File: src/rtl/axi_pkg.sv
// Shared AXI4 field widths, encodings, default-configuration payload structs and
// width helpers used to size the per-channel register slices.
package axi_pkg;

    localparam int unsigned LEN_W    = 8;
    localparam int unsigned SIZE_W   = 3;
    localparam int unsigned BURST_W  = 2;
    localparam int unsigned LOCK_W   = 1;
    localparam int unsigned CACHE_W  = 4;
    localparam int unsigned PROT_W   = 3;
    localparam int unsigned QOS_W    = 4;
    localparam int unsigned REGION_W = 4;
    localparam int unsigned RESP_W   = 2;
    localparam int unsigned LAST_W   = 1;

    localparam int unsigned DEF_ID_W   = 4;
    localparam int unsigned DEF_ADDR_W = 32;
    localparam int unsigned DEF_DATA_W = 32;
    localparam int unsigned DEF_USER_W = 1;

    typedef enum logic [1:0] {
        BURST_FIXED = 2'd0,
        BURST_INCR  = 2'd1,
        BURST_WRAP  = 2'd2
    } burst_e;

    typedef enum logic [1:0] {
        RESP_OKAY   = 2'd0,
        RESP_EXOKAY = 2'd1,
        RESP_SLVERR = 2'd2,
        RESP_DECERR = 2'd3
    } resp_e;

    typedef struct packed {
        logic [DEF_ID_W-1:0]   id;
        logic [DEF_ADDR_W-1:0] addr;
        logic [LEN_W-1:0]      len;
        logic [SIZE_W-1:0]     size;
        logic [BURST_W-1:0]    burst;
        logic [LOCK_W-1:0]     lock;
        logic [CACHE_W-1:0]    cache;
        logic [PROT_W-1:0]     prot;
        logic [QOS_W-1:0]      qos;
        logic [REGION_W-1:0]   region;
        logic [DEF_USER_W-1:0] user;
    } aw_t;

    typedef aw_t ar_t;

    typedef struct packed {
        logic [DEF_DATA_W-1:0]   data;
        logic [DEF_DATA_W/8-1:0] strb;
        logic [LAST_W-1:0]       last;
        logic [DEF_USER_W-1:0]   user;
    } w_t;

    typedef struct packed {
        logic [DEF_ID_W-1:0]   id;
        logic [RESP_W-1:0]     resp;
        logic [DEF_USER_W-1:0] user;
    } b_t;

    typedef struct packed {
        logic [DEF_ID_W-1:0]   id;
        logic [DEF_DATA_W-1:0] data;
        logic [RESP_W-1:0]     resp;
        logic [LAST_W-1:0]     last;
        logic [DEF_USER_W-1:0] user;
    } r_t;

    function automatic int unsigned ax_width(int unsigned id_w, int unsigned addr_w,
                                             int unsigned user_w);
        return id_w + addr_w + LEN_W + SIZE_W + BURST_W + LOCK_W + CACHE_W + PROT_W
               + QOS_W + REGION_W + user_w;
    endfunction

    function automatic int unsigned w_width(int unsigned data_w, int unsigned user_w);
        return data_w + data_w / 8 + LAST_W + user_w;
    endfunction

    function automatic int unsigned b_width(int unsigned id_w, int unsigned user_w);
        return id_w + RESP_W + user_w;
    endfunction

    function automatic int unsigned r_width(int unsigned id_w, int unsigned data_w,
                                            int unsigned user_w);
        return id_w + data_w + RESP_W + LAST_W + user_w;
    endfunction

endpackage

File: src/rtl/axi_skid_buffer.sv
// Two-entry register slice: main register drives the output, skid register catches
// the beat accepted while the output stalls. Input ready is a flop (skid empty).
module axi_skid_buffer #(
    parameter int unsigned WIDTH = 8
) (
    input  logic             aclk,
    input  logic             aresetn,
    input  logic             in_valid,
    output logic             in_ready,
    input  logic [WIDTH-1:0] in_data,
    output logic             out_valid,
    input  logic             out_ready,
    output logic [WIDTH-1:0] out_data
);

    logic             main_valid;
    logic             main_valid_n;
    logic [WIDTH-1:0] main_data;
    logic [WIDTH-1:0] main_data_n;
    logic             skid_valid;
    logic             skid_valid_n;
    logic [WIDTH-1:0] skid_data;
    logic [WIDTH-1:0] skid_data_n;
    logic             ready_q;
    logic             ready_n;
    logic             in_fire;
    logic             main_free;

    always_ff @(posedge aclk or negedge aresetn) begin
        if (!aresetn) begin
            main_valid <= 1'b0;
            main_data  <= '0;
            skid_valid <= 1'b0;
            skid_data  <= '0;
            ready_q    <= 1'b0;
        end else begin
            main_valid <= main_valid_n;
            main_data  <= main_data_n;
            skid_valid <= skid_valid_n;
            skid_data  <= skid_data_n;
            ready_q    <= ready_n;
        end
    end

    // Main slot refills from skid first (oldest beat), else from the input.
    always_comb begin
        main_valid_n = main_valid;
        main_data_n  = main_data;
        skid_valid_n = skid_valid;
        skid_data_n  = skid_data;
        in_fire      = in_valid & ready_q;
        main_free    = ~main_valid | out_ready;
        if (main_free) begin
            if (skid_valid) begin
                main_valid_n = 1'b1;
                main_data_n  = skid_data;
                skid_valid_n = 1'b0;
            end else if (in_fire) begin
                main_valid_n = 1'b1;
                main_data_n  = in_data;
            end else begin
                main_valid_n = 1'b0;
            end
        end else if (in_fire) begin
            skid_valid_n = 1'b1;
            skid_data_n  = in_data;
        end
        ready_n = ~skid_valid_n;
    end

    assign in_ready  = ready_q;
    assign out_valid = main_valid;
    assign out_data  = main_data;

endmodule

File: src/rtl/axi_interface.sv
// AXI4 full register slice: five independent skid-buffered channels, forward for
// AW/W/AR and reverse for B/R, each with one cycle of latency.
module axi_interface
    import axi_pkg::*;
#(
    parameter int unsigned ID_W   = 4,
    parameter int unsigned ADDR_W = 32,
    parameter int unsigned DATA_W = 32,
    parameter int unsigned USER_W = 1
) (
    input  logic              aclk,
    input  logic              aresetn,
    input  logic [ID_W-1:0]   s_axi_awid,
    input  logic [ADDR_W-1:0] s_axi_awaddr,
    input  logic [7:0]        s_axi_awlen,
    input  logic [2:0]        s_axi_awsize,
    input  logic [1:0]        s_axi_awburst,
    input  logic              s_axi_awlock,
    input  logic [3:0]        s_axi_awcache,
    input  logic [2:0]        s_axi_awprot,
    input  logic [3:0]        s_axi_awqos,
    input  logic [3:0]        s_axi_awregion,
    input  logic [USER_W-1:0] s_axi_awuser,
    input  logic              s_axi_awvalid,
    output logic              s_axi_awready,
    input  logic [DATA_W-1:0] s_axi_wdata,
    input  logic [DATA_W/8-1:0] s_axi_wstrb,
    input  logic              s_axi_wlast,
    input  logic [USER_W-1:0] s_axi_wuser,
    input  logic              s_axi_wvalid,
    output logic              s_axi_wready,
    output logic [ID_W-1:0]   s_axi_bid,
    output logic [1:0]        s_axi_bresp,
    output logic [USER_W-1:0] s_axi_buser,
    output logic              s_axi_bvalid,
    input  logic              s_axi_bready,
    input  logic [ID_W-1:0]   s_axi_arid,
    input  logic [ADDR_W-1:0] s_axi_araddr,
    input  logic [7:0]        s_axi_arlen,
    input  logic [2:0]        s_axi_arsize,
    input  logic [1:0]        s_axi_arburst,
    input  logic              s_axi_arlock,
    input  logic [3:0]        s_axi_arcache,
    input  logic [2:0]        s_axi_arprot,
    input  logic [3:0]        s_axi_arqos,
    input  logic [3:0]        s_axi_arregion,
    input  logic [USER_W-1:0] s_axi_aruser,
    input  logic              s_axi_arvalid,
    output logic              s_axi_arready,
    output logic [ID_W-1:0]   s_axi_rid,
    output logic [DATA_W-1:0] s_axi_rdata,
    output logic [1:0]        s_axi_rresp,
    output logic              s_axi_rlast,
    output logic [USER_W-1:0] s_axi_ruser,
    output logic              s_axi_rvalid,
    input  logic              s_axi_rready,
    output logic [ID_W-1:0]   m_axi_awid,
    output logic [ADDR_W-1:0] m_axi_awaddr,
    output logic [7:0]        m_axi_awlen,
    output logic [2:0]        m_axi_awsize,
    output logic [1:0]        m_axi_awburst,
    output logic              m_axi_awlock,
    output logic [3:0]        m_axi_awcache,
    output logic [2:0]        m_axi_awprot,
    output logic [3:0]        m_axi_awqos,
    output logic [3:0]        m_axi_awregion,
    output logic [USER_W-1:0] m_axi_awuser,
    output logic              m_axi_awvalid,
    input  logic              m_axi_awready,
    output logic [DATA_W-1:0] m_axi_wdata,
    output logic [DATA_W/8-1:0] m_axi_wstrb,
    output logic              m_axi_wlast,
    output logic [USER_W-1:0] m_axi_wuser,
    output logic              m_axi_wvalid,
    input  logic              m_axi_wready,
    input  logic [ID_W-1:0]   m_axi_bid,
    input  logic [1:0]        m_axi_bresp,
    input  logic [USER_W-1:0] m_axi_buser,
    input  logic              m_axi_bvalid,
    output logic              m_axi_bready,
    output logic [ID_W-1:0]   m_axi_arid,
    output logic [ADDR_W-1:0] m_axi_araddr,
    output logic [7:0]        m_axi_arlen,
    output logic [2:0]        m_axi_arsize,
    output logic [1:0]        m_axi_arburst,
    output logic              m_axi_arlock,
    output logic [3:0]        m_axi_arcache,
    output logic [2:0]        m_axi_arprot,
    output logic [3:0]        m_axi_arqos,
    output logic [3:0]        m_axi_arregion,
    output logic [USER_W-1:0] m_axi_aruser,
    output logic              m_axi_arvalid,
    input  logic              m_axi_arready,
    input  logic [ID_W-1:0]   m_axi_rid,
    input  logic [DATA_W-1:0] m_axi_rdata,
    input  logic [1:0]        m_axi_rresp,
    input  logic              m_axi_rlast,
    input  logic [USER_W-1:0] m_axi_ruser,
    input  logic              m_axi_rvalid,
    output logic              m_axi_rready
);

    localparam int unsigned AX_W = ax_width(ID_W, ADDR_W, USER_W);
    localparam int unsigned W_W  = w_width(DATA_W, USER_W);
    localparam int unsigned B_W  = b_width(ID_W, USER_W);
    localparam int unsigned R_W  = r_width(ID_W, DATA_W, USER_W);

    logic [AX_W-1:0] aw_in, aw_out, ar_in, ar_out;
    logic [W_W-1:0]  w_in, w_out;
    logic [B_W-1:0]  b_in, b_out;
    logic [R_W-1:0]  r_in, r_out;

    // Flatten each channel payload; fields pass through uninterpreted.
    assign aw_in = {s_axi_awid, s_axi_awaddr, s_axi_awlen, s_axi_awsize, s_axi_awburst,
                    s_axi_awlock, s_axi_awcache, s_axi_awprot, s_axi_awqos,
                    s_axi_awregion, s_axi_awuser};
    assign {m_axi_awid, m_axi_awaddr, m_axi_awlen, m_axi_awsize, m_axi_awburst,
            m_axi_awlock, m_axi_awcache, m_axi_awprot, m_axi_awqos,
            m_axi_awregion, m_axi_awuser} = aw_out;
    assign ar_in = {s_axi_arid, s_axi_araddr, s_axi_arlen, s_axi_arsize, s_axi_arburst,
                    s_axi_arlock, s_axi_arcache, s_axi_arprot, s_axi_arqos,
                    s_axi_arregion, s_axi_aruser};
    assign {m_axi_arid, m_axi_araddr, m_axi_arlen, m_axi_arsize, m_axi_arburst,
            m_axi_arlock, m_axi_arcache, m_axi_arprot, m_axi_arqos,
            m_axi_arregion, m_axi_aruser} = ar_out;
    assign w_in = {s_axi_wdata, s_axi_wstrb, s_axi_wlast, s_axi_wuser};
    assign {m_axi_wdata, m_axi_wstrb, m_axi_wlast, m_axi_wuser} = w_out;
    assign b_in = {m_axi_bid, m_axi_bresp, m_axi_buser};
    assign {s_axi_bid, s_axi_bresp, s_axi_buser} = b_out;
    assign r_in = {m_axi_rid, m_axi_rdata, m_axi_rresp, m_axi_rlast, m_axi_ruser};
    assign {s_axi_rid, s_axi_rdata, s_axi_rresp, s_axi_rlast, s_axi_ruser} = r_out;

    axi_skid_buffer #(.WIDTH(AX_W)) u_aw (
        .aclk(aclk), .aresetn(aresetn),
        .in_valid(s_axi_awvalid), .in_ready(s_axi_awready), .in_data(aw_in),
        .out_valid(m_axi_awvalid), .out_ready(m_axi_awready), .out_data(aw_out)
    );

    axi_skid_buffer #(.WIDTH(W_W)) u_w (
        .aclk(aclk), .aresetn(aresetn),
        .in_valid(s_axi_wvalid), .in_ready(s_axi_wready), .in_data(w_in),
        .out_valid(m_axi_wvalid), .out_ready(m_axi_wready), .out_data(w_out)
    );

    axi_skid_buffer #(.WIDTH(AX_W)) u_ar (
        .aclk(aclk), .aresetn(aresetn),
        .in_valid(s_axi_arvalid), .in_ready(s_axi_arready), .in_data(ar_in),
        .out_valid(m_axi_arvalid), .out_ready(m_axi_arready), .out_data(ar_out)
    );

    axi_skid_buffer #(.WIDTH(B_W)) u_b (
        .aclk(aclk), .aresetn(aresetn),
        .in_valid(m_axi_bvalid), .in_ready(m_axi_bready), .in_data(b_in),
        .out_valid(s_axi_bvalid), .out_ready(s_axi_bready), .out_data(b_out)
    );

    axi_skid_buffer #(.WIDTH(R_W)) u_r (
        .aclk(aclk), .aresetn(aresetn),
        .in_valid(m_axi_rvalid), .in_ready(m_axi_rready), .in_data(r_in),
        .out_valid(s_axi_rvalid), .out_ready(s_axi_rready), .out_data(r_out)
    );

endmodule

File: config.mk
export PLATFORM = sky130hd
export DESIGN_NAME = axi_interface
export DESIGN_NICKNAME = d
export VERILOG_FILES = /design/src/rtl/axi_pkg.sv /design/src/rtl/axi_skid_buffer.sv /design/src/rtl/axi_interface.sv
export SDC_FILE = /design/constraint.sdc
export NUM_CORES = 1
export LEC_CHECK = 0
export ABC_CLOCK_PERIOD_IN_PS = 2900
export CORE_MARGIN = 10
export CORE_UTILIZATION = 54
export CTS_BUF_LIST = sky130_fd_sc_hd__clkbuf_16
export DETAILED_ROUTE_END_ITERATION = 12
export PLACE_DENSITY = 0.84
export SYNTH_ARGS = -nofsm -noshare
export SYNTH_HDL_FRONTEND = slang
export SYNTH_SLANG_ARGS = --single-unit
File: constraint.sdc
create_clock -name aclk -period 2.9 [get_ports aclk]
set_input_delay 0.58 -clock aclk [delete_from_list [all_inputs] [get_ports aclk]]
set_output_delay 0.58 -clock aclk [all_outputs]
set_load 0.1 [all_outputs]
==> reports/results.txt <==
Status = completed
Endpoint class of the critical path = flop
PortBufs = 455
Root Driver = clkbuf_16
Hold WC Path Type = reg2reg
Worst EP required = 3.35 ns
Synth area leader = dfrtp_1
Sequential Area = 11,240 sq um
Vias in the first global route = 13,245
Final period utilization = 66.96%
Nets@finish = 1,916
Worst setup path startpoint = u_r.skid_valid
Sequential cell area fraction in the yosys report = 56.97%
Clk pwr share = 19.6%
DR DRC count = 0
Share of cells above drive strength 1 = 56.86%
Most frequent cells in the layout = 537 x mux2_2, 446 x dfrtp_1, 254 x buf_4
Syn Nets = 1,437
Synth-to-Final Area Change = 30.38%
Mapped cell area = 19,720 sq um
Setup TNS = 0 ns
Worst slew pin tran = 0.6571 ns
Starting Density = 55.05%
R2R cell count = 4
CP Max Fanout = 29
RSZ-0062 raised after global routing = false
Die H = 211.1 um
M1 WL = 20,050 um
First-pass GRT wire length = 77,900 um
Post-synth top area share = 56.97%
Post-Synth Simple-Gate Area = 0.9199%
Final antenna-violating net count = 0
Detailed Route Iter0 Violations = 737
Multi-input logic area = 7941 sq um
Worst VDD drop = 988.5 uV
P_int = 15.08 mW
Max_slew headroom = 56.19%
Vias/cell = 5.389
CTS tree = yes
Placed insts = 2,098
Fin. Hold Viols = 0
Logic pwr share = 47.3%
Post-Syn Instances = 1,208
DR WL/cell = 23.22 um
CTS H-Tree Depth = 2
Yosys warnings = 0
Core box area = 35,830 sq um
Largest net degree at the start of global routing = 75
Post-Synth XOR/XNOR Area = 0%
Post-CTS setup buffer count = 0
Mux share of post-synthesis cell area = 38.86%
Clock tree buffer depth = 3
PD cells = 1098 nW/um^2
Adder-Cell Fraction of Synth Area = 0%
Psw = 13.15 mW
Via count = 11,834
Crit start category = flop
Highest Signal Layer = met5
Clk_skew = 0.01632 ns
Sequential power share = 33.0%
Row count = 69
Non-Filler Instances = 2,196
CTS Sinks = 449
Max Cap Viol = 0
Net Sw Frac = 46.58%
Met2 routed WL = 26,050 um
Placer Congestion = 0.7957
Register-to-register setup slack = 0.96 ns
Commonest non-fill, non-tap cell in the layout = mux2_2
Antenna violations before repair = 15
Fmax achieved = 515.0 MHz
DP HPWL = 37,110 um
IO Count = 456
WHS = 0.4866 ns
Yosys cell types = 20
FF-to-FF End = u_r.out_data[20]
Combinational family with the most area after synthesis = multiplexers
Synth area leaders = dfrtp_1 57%, mux2_2 31%, mux2_4 6.8%
Routed WL = 51,000 um
Die area = 44,570 sq um
Pins Over Slew Limit = 0
Worst skew pair latency = 0.57 ns
Gr ovfl total = 0
Worst Setup Path Type = reg2reg
Setup crit end = u_r.out_data[20]
Layout Utilization = 71.77%
RR Startpoint = u_r.skid_valid
Critical path arrival = 2.39 ns
DR pass1 iterations = 4
Post-layout minimum cycle time = 1.942 ns
Syn avg cell area = 16.33 sq um
Setup-failing EPs final = 0
Total GRT Usage = 22.41%
Complex-gate fraction of the synthesized area = 0.2030%
Lkg Pwr = 11.40 nW
CTS clk-pin slew, worst paths = 0.06 ns
Synthesized flop and latch total = 449
Filler instances = 2,330
Inserted Clock Buffers = 47
Met3 routed wirelength = 3286 um
Die width = 211.1 um
==> cells in the mapped netlist <==
library cell / instances
mux2_2: 537
dfrtp_1: 449
mux2_4: 89
buf_6: 36
mux2_1: 25
buf_2: 24
nand2b_1: 10
buf_4: 7
inv_1: 5
nand2_1: 5
a21oi_2: 4
nor2_1: 4
nand3_1: 3
nand3_2: 2
nor2b_1: 2
nor2b_2: 2
a21oi_1: 1
clkbuf_1: 1
nor2_2: 1
nor2b_4: 1
==> cells by family after synthesis <==
group	count (synthesis)
mux	651
compound gates	5
buf+inv	73
simple gates	30
flops	449
==> critical path, cell delays in order, from the launching register on <==
cell     delay [ns]
dfrtp_1        0.76
a21oi_2        0.12
nor2_4         0.15
buf_4          0.39
mux2_2         0.39
==> metal layers <==
layer | vias up | global-route usage (%)
met5 | - | 0
li1 | 5322 | -
met3 | 85 | 5.935
met2 | 343 | 37.54
met1 | 6082 | 26.30
met4 | 2 | 10.94
==> layout make-up <==
class	count	area share [%]
Inverter	5	0.07299
Clock buffer	47	4.574
Timing Repair Buffer	498	17.52
Tap cell	461	2.243
Sequential cell	449	43.71
Clock inverter	35	0.8564
Multi-Input combinational cell	686	30.88
Antenna cell	15	0.1460
==> worst min-delay path by stage <==
stage | endpoint | slack [ns] | start | cells past startpoint
detailed placement | u_r.skid_data[36] | 0.48 | u_r.skid_data[36] | 1
global placement | u_r.skid_data[17] | 0.47 | u_r.skid_data[17] | 1
CTS | u_r.skid_data[36] | 0.49 | u_r.skid_data[36] | 1
global route | u_r.skid_data[35] | 0.50 | u_r.skid_data[35] | 1
finish | u_r.skid_data[36] | 0.49 | u_r.skid_data[36] | 1
floorplan | u_ar.in_ready | 0.28 | aresetn | 0
==> timing repair <==
action / 4_1_cts / 5_1_grt
hold endpoints to repair: 24 / 0
gates resized for setup: 0 / 0
hold buffers: 1 / 0
==> power groups by stage <==
stage / registers (mW) / clock network (mW) / logic [mW]
floorplan: 16.5 / 0 / 2.92
global placement: 9.29 / 0 / 13.2
detailed placement: 9.39 / 0 / 13.4
CTS: 9.32 / 5.67 / 13.5
global route: 9.54 / 5.96 / 13.8
finish: 9.33 / 5.55 / 13.4
==> registers in the layout, summed over array words and instances (netlist names), 7 cells and up <==
register        flops
u_w.skid_data      38
u_aw.out_data      66
u_r.out_data       40
u_ar.skid_data     66
u_ar.out_data      66
u_aw.skid_data     66
u_b.out_data        7
u_w.out_data       38
u_b.skid_data       7
u_r.skid_data      40
==> metrics by stage <==
step / instance area [sq um] / worst slack (ns) / power [mW]
global route: 25700 / 0.8495 / 29.27
detailed placement: 24270 / 0.4351 / 22.82
CTS: 25680 / 0.9368 / 28.46
finish: 25710 / 0.9582 / 28.23
floorplan: 19720 / 0.7978 / 19.45
global placement: 24270 / 0.4428 / 22.53
No activity file was read; power rests on OpenSTA's default activity.
